===== config.mk =====
export PLATFORM = sky130hd
export DESIGN_NAME = sys_bus_initiator
export DESIGN_NICKNAME = d
export VERILOG_FILES = /design/src/rtl/sys_bus_pkg.sv /design/src/rtl/sys_bus_initiator.sv
export SDC_FILE = /design/constraint.sdc
export NUM_CORES = 1
export LEC_CHECK = 0
export ABC_AREA = 1
export CORE_ASPECT_RATIO = 1.1
export CORE_UTILIZATION = 40
export CTS_BUF_LIST = sky130_fd_sc_hd__clkbuf_4
export CTS_CLUSTER_SIZE = 8
export DETAILED_ROUTE_END_ITERATION = 8
export PLACE_DENSITY = 0.79
export SYNTH_ARGS = -nofsm -noshare
export SYNTH_HDL_FRONTEND = slang
export SYNTH_SLANG_ARGS = --single-unit

===== constraint.sdc =====
create_clock -name clk_i -period 2 [get_ports clk_i]
set_input_delay 0.6 -clock clk_i [delete_from_list [all_inputs] [get_ports clk_i]]
set_output_delay 0.6 -clock clk_i [all_outputs]
set_load 0.05 [all_outputs]

===== src/rtl/sys_bus_pkg.sv =====
// Shared definitions for the system bus initiator and its responders.
package sys_bus_pkg;

    localparam int SYS_AW = 32;
    localparam int SYS_DW = 32;
    localparam int SYS_SW = 4;

    typedef enum logic [1:0] {
        IDLE = 2'd0,
        WAIT = 2'd1,
        RESP = 2'd2
    } init_state_e;

endpackage


===== src/rtl/sys_bus_initiator.sv =====
// System bus initiator: takes one command over a valid/ready port, issues a
// single-cycle wen/ren strobe, waits for ack with a timeout, and returns the
// result over a valid/ready response port.
//
//  state | meaning
//  IDLE  | ready for a command (cmd_ready_o=1)
//  WAIT  | strobe issued, waiting for ack or timeout
//  RESP  | response presented until rsp_ready_i
module sys_bus_initiator
    import sys_bus_pkg::*;
#(
    parameter int AW      = SYS_AW,
    parameter int DW      = SYS_DW,
    parameter int TMO_CYC = 255,
    parameter int TMO_W   = 8
) (
    input  logic            clk_i,
    input  logic            rstn_i,
    input  logic            cmd_valid_i,
    output logic            cmd_ready_o,
    input  logic            cmd_we_i,
    input  logic [AW-1:0]   cmd_addr_i,
    input  logic [DW-1:0]   cmd_wdata_i,
    input  logic [DW/8-1:0] cmd_sel_i,
    output logic            rsp_valid_o,
    input  logic            rsp_ready_i,
    output logic [DW-1:0]   rsp_rdata_o,
    output logic            rsp_err_o,
    output logic            rsp_tmo_o,
    output logic [AW-1:0]   sys_addr_o,
    output logic [DW-1:0]   sys_wdata_o,
    output logic [DW/8-1:0] sys_sel_o,
    output logic            sys_wen_o,
    output logic            sys_ren_o,
    input  logic [DW-1:0]   sys_rdata_i,
    input  logic            sys_err_i,
    input  logic            sys_ack_i,
    output logic [15:0]     tmo_cnt_o
);

    localparam int SW = DW / 8;
    // Timer holds the number of WAIT cycles already completed; the cycle in
    // which it reads TMO_CYC-1 is the last one an ack may arrive in.
    localparam logic [TMO_W-1:0] TMO_LAST = TMO_W'(TMO_CYC - 1);

    init_state_e       state, state_n;
    logic [TMO_W-1:0]  timer, timer_n;
    logic              is_read, is_read_n;
    logic              cmd_ready_n, rsp_valid_n, rsp_err_n, rsp_tmo_n;
    logic              wen_n, ren_n;
    logic [DW-1:0]     rsp_rdata_n, wdata_n;
    logic [AW-1:0]     addr_n;
    logic [SW-1:0]     sel_n;
    logic [15:0]       tmo_cnt_n;

    // Register every output and the FSM state; reset aborts any transfer.
    always_ff @(posedge clk_i or negedge rstn_i) begin
        if (!rstn_i) begin
            state       <= IDLE;
            timer       <= '0;
            is_read     <= 1'b0;
            cmd_ready_o <= 1'b0;
            rsp_valid_o <= 1'b0;
            rsp_rdata_o <= '0;
            rsp_err_o   <= 1'b0;
            rsp_tmo_o   <= 1'b0;
            sys_addr_o  <= '0;
            sys_wdata_o <= '0;
            sys_sel_o   <= '0;
            sys_wen_o   <= 1'b0;
            sys_ren_o   <= 1'b0;
            tmo_cnt_o   <= '0;
        end else begin
            state       <= state_n;
            timer       <= timer_n;
            is_read     <= is_read_n;
            cmd_ready_o <= cmd_ready_n;
            rsp_valid_o <= rsp_valid_n;
            rsp_rdata_o <= rsp_rdata_n;
            rsp_err_o   <= rsp_err_n;
            rsp_tmo_o   <= rsp_tmo_n;
            sys_addr_o  <= addr_n;
            sys_wdata_o <= wdata_n;
            sys_sel_o   <= sel_n;
            sys_wen_o   <= wen_n;
            sys_ren_o   <= ren_n;
            tmo_cnt_o   <= tmo_cnt_n;
        end
    end

    // Next-state and next-output decode; strobes default low so they last one cycle.
    always_comb begin
        state_n     = state;
        timer_n     = timer;
        is_read_n   = is_read;
        cmd_ready_n = cmd_ready_o;
        rsp_valid_n = rsp_valid_o;
        rsp_rdata_n = rsp_rdata_o;
        rsp_err_n   = rsp_err_o;
        rsp_tmo_n   = rsp_tmo_o;
        addr_n      = sys_addr_o;
        wdata_n     = sys_wdata_o;
        sel_n       = sys_sel_o;
        wen_n       = 1'b0;
        ren_n       = 1'b0;
        tmo_cnt_n   = tmo_cnt_o;
        case (state)
            IDLE: begin
                if (cmd_valid_i && cmd_ready_o) begin
                    addr_n      = cmd_addr_i;
                    wdata_n     = cmd_wdata_i;
                    sel_n       = cmd_sel_i;
                    wen_n       = cmd_we_i;
                    ren_n       = !cmd_we_i;
                    is_read_n   = !cmd_we_i;
                    timer_n     = '0;
                    cmd_ready_n = 1'b0;
                    state_n     = WAIT;
                end else begin
                    cmd_ready_n = 1'b1;
                end
            end
            WAIT: begin
                // Ack is checked first so it wins over a coincident timeout.
                if (sys_ack_i) begin
                    rsp_rdata_n = is_read ? sys_rdata_i : '0;
                    rsp_err_n   = sys_err_i;
                    rsp_tmo_n   = 1'b0;
                    rsp_valid_n = 1'b1;
                    state_n     = RESP;
                end else if (timer == TMO_LAST) begin
                    rsp_rdata_n = '0;
                    rsp_err_n   = 1'b1;
                    rsp_tmo_n   = 1'b1;
                    rsp_valid_n = 1'b1;
                    if (tmo_cnt_o != 16'hFFFF) begin
                        tmo_cnt_n = tmo_cnt_o + 16'd1;
                    end
                    state_n     = RESP;
                end else begin
                    timer_n = timer + TMO_W'(1);
                end
            end
            RESP: begin
                if (rsp_ready_i) begin
                    rsp_valid_n = 1'b0;
                    cmd_ready_n = 1'b1;
                    state_n     = IDLE;
                end
            end
            default: begin
                state_n     = IDLE;
                cmd_ready_n = 1'b0;
                rsp_valid_n = 1'b0;
            end
        endcase
    end

endmodule


==> results by group <==
Run status
  – Status: finished clean

Floorplan
  – DIE WIDTH: 116 um
  – Core Rows: 45
  – Core Area: 13900 um^2
  – Die area: 14800 um^2
  – Die height: 128 um
  – I/O Pins: 229
  – Effective utilization at floorplan: 0.412

Power
  – Lkg Pwr: 0.00401 uW
  – PnR Total Power: 13400 uW
  – Pwr per Cell Area: 1630 nW/um^2
  – Int Power: 6790 uW
  – Clock Power Share: 0.115
  – Sw power: 6640 uW
  – Logic gate share of total power: 0.560
  – Sw frac: 0.494
  – Sequential share of power: 0.325
  – Peak supply drop: 1030 uV

Finish
  – Post-Layout Inst Area: 8250 um^2
  – Layout cells sized above 1: 0.288
  – # diodes: 0
  – Area Overhead vs Synth: 44.0%
  – Final net count: 898
  – Post-layout util: 0.593

Worst setup path
  – Slowest CP cell: dfrtp_1
  – Critical Path Max Stage Delay: 0.49 ns
  – Worst path top cell family by delay: flip-flops
  – FF-to-FF Start: tmo_cnt_o[0]
  – Arrival time at the worst endpoint: 1.26 ns
  – Setup slack, reg-to-reg: 0.28 ns
  – CP Launch Type: flop
  – Worst R2R Path Depth: 10
  – Critical path type: reg -> out
  – Worst Path Max Fanout: 7
  – RR Endpoint: tmo_cnt_o[4]
  – Worst-path cell chain: buf_4
  – Worst EP required: 1.40 ns
  – Worst Setup End Kind: primary output
  – Buffers & Inverters on Critical Path: 1

Yosys
  – Gate count of the mapped netlist: 540
  – Syn nets: 650
  – Yosys top cell by area: dfrtp_1
  – Ys Warns: 0
  – Synth Register Bits: 133
  – Sequential share of the synthesized area: 0.581
  – Yosys cell types: 25
  – Synth top area cells: dfrtp_1, nand2_1, mux2_1
  – Post-synthesis cell area: 5730 um^2
  – Syn_area_per_cell: 10.6 um^2
  – Synth top area share: 0.581

Drt
  – Vias: 4749
  – Drt drc: 0
  – DR vias/cell: 4.80
  – DR pass1 iterations: 4
  – Antenna Nets Post-Route: 0
  – WL per Instance: 13.9 um
  – Final wirelength: 13700 um
  – Initial DRC count: 282

Timing
  – Worst clock skew: 0.0152 ns
  – Tcrit/Tclk final: 0.929
  – # setup viols final: 0
  – Pins Over Slew Limit: 0
  – Final Critical Period: 1.86 ns
  – Setup slack after layout: 0.143 ns
  – Total negative setup slack: 0 ns
  – Actual slew at the worst max-slew pin: 0.393 ns
  – Final Hold Fails: 0
  – FMAX: 0.538 GHz
  – RSZ-0062 raised after global routing: false
  – Worst slew margin: 0.738

Clock tree
  – CTS tree: built
  – Skew-Pair Late Insertion Delay: 0.53 ns
  – Clock Pin Slew Worst Setup and Hold Paths: 0.11 ns
  – # H-tree levels: 4
  – Clk buf depth: 2
  – CTS root buffer: clkbuf_4
  – TritonCTS Buffers: 17
  – Sink Count: 133
  – Postcts setup bufs: 0

Global route
  – Global-route wire length before repair: 22400 um
  – Largest net degree at the start of global routing: 56
  – GRT Total Usage: 0.195
  – Initial antenna violation count: 0
  – GRT overflow: 0
  – Vias in the first global route: 4744

Min path
  – Tightest Hold Check Type: reg -> reg
  – Hold depth: 2
  – Hold Crit Endpoint: rsp_rdata_o[1]
  – Hold_sp: rsp_rdata_o[1]

Placed design
  – DP Area: 8000 um^2
  – Setup WS pre-CTS: -0.0651 ns
  – IO Port Bufs: 228
  – GPL Wtd Cong: 0.828
  – DP HPWL: 10500 um

Run
  – MaxCap Viol Count: 0
-- layout make-up --
| class | count | area (um^2) |
|---|---|---|
| Clock buffer | 19 | 143 |
| Clock inverter | 13 | 91.3 |
| Fill cell | 1161 | 5660 |
| Inverter | 24 | 90.1 |
| Multi-Input combinational cell | 361 | 2160 |
| Sequential cell | 133 | 3330 |
| Tap cell | 188 | 235 |
| Timing Repair Buffer | 251 | 2200 |
-- power by group through the flow --
| stage | combinational (uW) | sequential [uW] | clock [uW] |
|---|---|---|---|
| finish | 7520 | 4370 | 1550 |
| global route | 7860 | 4500 | 1740 |
| CTS | 7590 | 4380 | 1630 |
| detailed placement | 7590 | 4420 | 0 |
| global placement | 7470 | 4370 | 0 |
| floorplan | 1630 | 7860 | 0 |
-- how the worst max path moves through the flow --
stage                              from            end  slack [ns]  cells past startpoint
after global routing      tmo_cnt_o[11]  tmo_cnt_o[11]        0.04                      1
after global placement        sys_ack_i       timer[2]       -0.04                      8
after CTS                 tmo_cnt_o[11]  tmo_cnt_o[11]        0.07                      1
after detailed placement      sys_ack_i  tmo_cnt_o[11]       -0.07                      8
final                     tmo_cnt_o[11]  tmo_cnt_o[11]        0.14                      1
after floorplan            tmo_cnt_o[1]  tmo_cnt_o[12]        0.18                      9
-- layout by cell type, fill, tap and decap left out, drive strengths merged --
cell type,count
nand2,168
buf,145
dfrtp,133
clkdlybuf4s50,105
mux2,68
nand3,59
nor2,29
inv,24
clkbuf,19
o21ai,11
clkinv,11
nand3b,8
nor3,4
nand4,3
xor2,3
ha,3
xnor2,2
a21oi,2
o21a,1
clkinvlp,1
bufinv,1
dlygate4sd3,1
-- Yosys cell counts, drive strengths merged --
cell type / instances
dfrtp: 133
xnor2: 2
inv: 24
nand3b: 8
o21a: 1
nand3: 59
clkbuf: 5
nand4: 3
buf: 17
mux2: 68
nand2: 168
xor2: 3
nor2: 29
a21oi: 2
o21ai: 11
ha: 3
nor3: 4
-- per-stage QoR --
step | instances | hold slack, ns
final | 989 | 0.486
after global routing | 989 | 0.509
after CTS | 989 | 0.488
after detailed placement | 956 | 0.459
after global placement | 956 | 0.456
after floorplan | 540 | 0.304
-- cells by family after synthesis --
family | count (synthesis) | synth area share
DFF | 133 | 0.581
and+or+nand+nor | 271 | 0.213
AOI/OAI and AO/OA | 14 | 0.0127
xor gates and xnor gates | 5 | 0.00764
adders and majority gates | 3 | 0.00655
muxes | 68 | 0.134
buffers and inverters | 46 | 0.0452
-- flip-flops by register name, summed over array words and instances (netlist names), 2 cells and up --
signal	flops
state	2
sys_sel_o	4
rsp_rdata_o	32
tmo_cnt_o	16
sys_addr_o	32
sys_wdata_o	32
timer	8
-- routing by layer --
metal / routed length [um] / vias to the layer above / GRT usage
li1: - / 2263 / -
met1: 5420 / 2281 / 0.226
met2: 6950 / 180 / 0.325
met3: 1050 / 25 / 0.0683
met4: 312 / 0 / 0.0860
met5: 0 / - / 0
-- timing repair --
item,in CTS,in global routing
endpoints found under the hold margin,38,0
resized for setup,0,0
hold buffers,1,0
Note: power is estimated with default switching activity, not from simulation.
